## src/rtl/mem_access_ctrl.sv

```systemverilog
// Load/store sequencer between the control unit and the data RAM: alignment check,
// MFA/MOC handshake (two word beats for doubleword), and sign/zero extension of load data.
module mem_access_ctrl #(
    parameter int TIMEOUT_CYCLES = 16,
    parameter int TW             = 5
) (
    input  logic        Clk,
    input  logic        Reset_n,
    input  logic        Start,
    input  logic        RW,
    input  logic [1:0]  dataSize,
    input  logic        SignedLd,
    input  logic [31:0] Addr,
    input  logic [63:0] WrData,
    input  logic        MemMOC,
    input  logic [31:0] MemDataIn,
    output logic        MemMFA,
    output logic        MemRW,
    output logic [1:0]  MemSize,
    output logic [31:0] MemAddr,
    output logic [31:0] MemDataOut,
    output logic [63:0] RdData,
    output logic        Done,
    output logic        Busy,
    output logic [1:0]  ErrCode,
    output logic [2:0]  dbg_state
);

    typedef enum logic [2:0] {
        S_IDLE = 3'd0,
        S_REQ  = 3'd1,
        S_GAP  = 3'd2,
        S_DONE = 3'd3,
        S_ERR  = 3'd4
    } state_t;

    state_t      state, state_nx;
    logic        rw_q, sgn_q, beat;
    logic [1:0]  size_q;
    logic [31:0] addr_q;
    logic [63:0] wdata_q;
    logic [TW-1:0] tcnt;

    logic        misaligned, timeout_hit, in_req, last_beat;
    logic [31:0] beat_wdata, ld_ext;

    always_comb begin
        misaligned = 1'b0;
        case (dataSize)
            2'b01:   misaligned = Addr[0];
            2'b10:   misaligned = |Addr[1:0];
            2'b11:   misaligned = |Addr[2:0];
            default: misaligned = 1'b0;
        endcase
    end

    assign timeout_hit = (tcnt == TW'(TIMEOUT_CYCLES - 1));
    assign in_req      = (state == S_REQ);
    assign last_beat   = (size_q != 2'b11) || beat;

    always_ff @(posedge Clk or negedge Reset_n) begin
        if (!Reset_n) state <= S_IDLE;
        else          state <= state_nx;
    end

    always_comb begin
        state_nx = state;
        case (state)
            S_IDLE: if (Start) state_nx = misaligned ? S_ERR : S_REQ;
            S_REQ: begin
                if (MemMOC)           state_nx = last_beat ? S_DONE : S_GAP;
                else if (timeout_hit) state_nx = S_ERR;
            end
            S_GAP:   state_nx = S_REQ;
            S_DONE:  state_nx = S_IDLE;
            S_ERR:   state_nx = S_IDLE;
            default: state_nx = S_IDLE;
        endcase
    end

    // Extension is chosen by the latched size; word and doubleword beats pass through.
    always_comb begin
        ld_ext = MemDataIn;
        case (size_q)
            2'b00:   ld_ext = {{24{sgn_q & MemDataIn[7]}}, MemDataIn[7:0]};
            2'b01:   ld_ext = {{16{sgn_q & MemDataIn[15]}}, MemDataIn[15:0]};
            default: ld_ext = MemDataIn;
        endcase
    end

    always_ff @(posedge Clk or negedge Reset_n) begin
        if (!Reset_n) begin
            rw_q    <= 1'b0;
            sgn_q   <= 1'b0;
            size_q  <= 2'b00;
            addr_q  <= 32'd0;
            wdata_q <= 64'd0;
            beat    <= 1'b0;
            tcnt    <= '0;
            RdData  <= 64'd0;
            ErrCode <= 2'b00;
        end else begin
            case (state)
                S_IDLE: if (Start) begin
                    rw_q    <= RW;
                    sgn_q   <= SignedLd;
                    size_q  <= dataSize;
                    addr_q  <= Addr;
                    wdata_q <= WrData;
                    beat    <= 1'b0;
                    tcnt    <= '0;
                    RdData  <= 64'd0;
                    ErrCode <= misaligned ? 2'b01 : 2'b00;
                end
                S_REQ: begin
                    if (MemMOC) begin
                        if (rw_q) begin
                            if (beat) RdData[63:32] <= ld_ext;
                            else      RdData[31:0]  <= ld_ext;
                        end
                        // Counter is cleared here so the second beat starts a fresh timeout.
                        if (!last_beat) begin
                            beat <= 1'b1;
                            tcnt <= '0;
                        end
                    end else if (timeout_hit) begin
                        ErrCode <= 2'b10;
                    end else begin
                        tcnt <= tcnt + 1'b1;
                    end
                end
                default: ;
            endcase
        end
    end

    assign beat_wdata = beat ? wdata_q[63:32] : wdata_q[31:0];

    always_comb begin
        MemDataOut = 32'd0;
        if (in_req) begin
            case (size_q)
                2'b00:   MemDataOut = {24'd0, beat_wdata[7:0]};
                2'b01:   MemDataOut = {16'd0, beat_wdata[15:0]};
                default: MemDataOut = beat_wdata;
            endcase
        end
    end

    assign MemMFA    = in_req;
    assign MemRW     = in_req & rw_q;
    assign MemSize   = !in_req ? 2'b00 : ((size_q == 2'b11) ? 2'b10 : size_q);
    assign MemAddr   = in_req ? (addr_q + {29'd0, beat, 2'b00}) : 32'd0;
    assign Done      = (state == S_DONE) || (state == S_ERR);
    assign Busy      = (state != S_IDLE);
    assign dbg_state = state;

endmodule

```

## config.mk

```make
export PLATFORM = sky130hd
export DESIGN_NAME = mem_access_ctrl
export DESIGN_NICKNAME = d
export VERILOG_FILES = /design/src/rtl/mem_access_ctrl.sv
export SDC_FILE = /design/constraint.sdc
export NUM_CORES = 1
export LEC_CHECK = 0
export ABC_AREA = 1
export BUFFER_PORTS_ARGS = -buffer_cell sky130_fd_sc_hd__buf_4
export CORE_ASPECT_RATIO = 0.7
export CORE_MARGIN = 2
export CORE_UTILIZATION = 51
export DETAILED_ROUTE_END_ITERATION = 8
export PLACE_DENSITY = 0.8
export SYNTH_ARGS = -nofsm -noshare
export SYNTH_HDL_FRONTEND = slang
export SYNTH_SLANG_ARGS = --single-unit
```

## constraint.sdc

```tcl
create_clock -name Clk -period 2.4 [get_ports Clk]
set_clock_uncertainty 0.05 [all_clocks]
set_input_delay 0.36 -clock Clk [delete_from_list [all_inputs] [get_ports Clk]]
set_output_delay 0.36 -clock Clk [all_outputs]
set_load 0.05 [all_outputs]
```

==> summary.md <==
| Metric | Value |
|---|---|
| Outcome | finished, violations left |
| Failing checks | negative setup slack |
| Grt total ovfl | 0 |
| Post-synthesis cell area | 8454 um^2 |
| Die width | 157.9 um |
| Vias per cell | 5.113 |
| Syn Area/Cell | 7.429 um^2 |
| WP data arrival | 2.02 ns |
| Place WS | 0.06810 ns |
| Max-Cap Viols | 0 |
| Seq/Total Area, Yosys | 0.5180 |
| Starting Density | 0.5203 |
| Drt total wl | 25.94 mm |
| Number of CTS-inserted buffers | 17 |
| Detailed-placement wirelength estimate | 18.36 mm |
| Commonest non-fill, non-tap cell in the layout | nand2_1 |
| Number of global-route vias before repair | 8041 |
| Number of synthesis warnings | 0 |
| # nets final | 1563 |
| Via Count | 8487 |
| NetSw | 8.487 mW |
| Root Driver | clkbuf_16 |
| Layout cells sized above 1 | 0.3143 |
| DR pass1 iterations | 6 |
| Non-Filler Instances | 1660 |
| Sw Share | 0.5048 |
| Routed len/inst | 15.63 um |
| Clock buffer depth | 2 |
| Multi-input gate area | 3889 um^2 |
| Slew HR | 0.6016 |
| Peak supply drop | 0.6613 mV |
| CTS clk-pin slew, worst paths | 0.07 ns |
| # fillers | 1248 |
| Sequential cell area | 4388 um^2 |
| Int Power | 8.325 mW |
| Sinks on the clock net | 175 |
| Routed Antenna Nets | 0 |
| Synth area leader | dfrtp_1 |
| Worst Setup Slack, final | -0.03402 ns |
| DRT iter0 DRCs | 813 |
| Die height | 111.7 um |
| Final cycle utilization of the critical path | 1.014 |
| CP Launch Type | register |
| Core box area | 16250 um^2 |
| DRC | 0 |
| Synth Register Bits | 175 |
| Tmin final | 2.434 ns |
| Worst skew pair latency | 0.43 ns |
| Area share of the largest cell type after synthesis | 0.5180 |
| Routability cong. | 0.9510 |
| Total power | 16.81 mW |
| Overall global routing resource usage | 0.2948 |
| Layout Area Growth over Synthesis | 42.71% |
| Final Hold Slack | 0.07049 ns |
| Die area | 17640 um^2 |
| Clk pwr share | 0.164 |
| Combinational fraction of design power | 0.539 |
| Commonest non-fill, non-tap cells in the layout | nand2_1, buf_4, dfrtp_1 |
| First-pass GRT wire length | 40.57 mm |
| Mapped Cells | 1138 |
| Fmax | 410.8 MHz |
| Leak Pwr | 6.250 nW |
| H-tree depth | 4 |
| Worst-Margin Slew | 0.5962 ns |
| CTS tree | yes |
| Largest fanout on the critical path | 4 |
| Synth area leaders | dfrtp_1, nand2_1, nor2_1 |
| Critical path endpoint category | primary output |
| Hold Vio Cnt, Final | 0 |
| Pwr dens | 1393 nW/um^2 |
| Min-delay worst type | input port to register |
| CP required | 1.99 ns |
| Site row count | 39 |
| # setup viols final | 7 |
| Antenna diodes | 0 |
| Setup CP Type | register to primary output |
| Synth unique cells | 26 |
| Final slew viol count | 0 |
| Reg power frac | 0.297 |
| Pin count of the biggest net entering global routing | 71 |
| Initial antenna violation count | 0 |
| Post-placement cell count | 1610 |
| Ports | 275 |
| Syn Nets | 1278 |
| RSZ-0062 raised after global routing | true |
| I/O Buffers | 274 |
[state kept, by name, indices dropped and copies added, names as in the netlist]
| register | cells |
|---|---|
| ErrCode | 2 |
| RdData | 64 |
| addr_q | 32 |
| beat | 1 |
| dbg_state | 3 |
| rw_q | 1 |
| sgn_q | 1 |
| size_q | 2 |
| tcnt | 5 |
| wdata_q | 64 |
[per-layer routing]
layer / part of all wire / wire length (um) / up-vias / global-route usage
met4: 0.023 / 593 / 0 / 0.07879
met5: 0 / 0 / - / 0
met3: 0.098 / 2539 / 54 / 0.09031
met1: 0.43 / 11240 / 3967 / 0.4193
li1: - / - / 4080 / -
met2: 0.45 / 11570 / 386 / 0.4409
[worst paths after layout]
kind | start | endpoint | slack, ns | depth (start not counted)
max reg2reg | dbg_state[2] | RdData[46] | 0.20 | 9
min reg2reg | wdata_q[28] | wdata_q[28] | 0.43 | 2
max in group asynchronous | Reset_n | wdata_q[21] | 1.20 | 3
min in group asynchronous | Reset_n | RdData[28] | 0.36 | 2
min | WrData[28] | wdata_q[28] | 0.07 | 3
max | beat | MemAddr[30] | -0.03 | 11
[layout make-up]
class                           count  share of cell area
Clock buffer                       19             0.03754
Timing Repair Buffer              314              0.2098
Clock inverter                     12             0.01047
Sequential cell                   175              0.3637
Inverter                          100             0.03287
Multi-Input combinational cell    815              0.3223
Tap cell                          225             0.02333
[power by group through the flow]
stage	Combinational, mW	Sequential, mW	Clock [mW]
after floorplan	4.75	6.24	0
after global placement	8.45	4.94	0
after detailed placement	8.58	4.97	0
after CTS	8.76	4.96	2.79
after global routing	9.79	5.12	2.93
final	9.06	4.99	2.76
[per-stage QoR]
stage	TNS (ns)	utilization	instance area, um^2
finish	-0.1108	0.7425	12070
global route	-1.618	0.7425	12070
CTS	-0.1657	0.7243	11770
detailed placement	0	0.6749	10970
global placement	0	0.6749	10970
floorplan	-0.4123	-	8670
[cell families (layout without fill, tap and decap cells)]
logic type	Yosys count	count (layout)	share of synthesized area
AO/OA/AOI/OAI	146	146	0.09250
XOR/XNOR	5	5	0.005180
adder cells (fa/ha/maj)	4	4	0.005920
buffers and inverters	148	445	0.07400
flip-flops	175	175	0.5180
AND/OR/NAND/NOR	660	660	0.3044
[worst max-delay path, cell delays in order (launching register included)]
cell and delay, ns:
dfrtp_2 0.40, ha_4 0.17, ha_4 0.16, nand2_4 0.07
nor2_4 0.15, inv_2 0.08, nor2_4 0.11, nand2_1 0.07
nand2_1 0.07, nand2_2 0.06, nor2_2 0.09, buf_6 0.17
[synthesized netlist by cell type (all sizes together)]
| cell | instances |
|---|---|
| nor3 | 1 |
| o22ai | 8 |
| clkbuf | 14 |
| a211oi | 15 |
| ha | 4 |
| dfrtp | 175 |
| xor2 | 5 |
| nor2 | 154 |
| nand4 | 4 |
| o21ai | 106 |
| inv | 100 |
| nand2 | 470 |
| or2 | 3 |
| a21oi | 17 |
| nand3 | 28 |
| buf | 34 |
[what timing repair did]
item / CTS / global route
resized for setup: 51 / 58
hold endpoints to repair: 36 / 0
hold buffers: 1 / 0
setup endpoints to repair: 44 / 51
buffers inserted: 5 / 14
cloned: 0 / 0
pin swaps: 10 / 16
(Power assumes the default switching activity.)
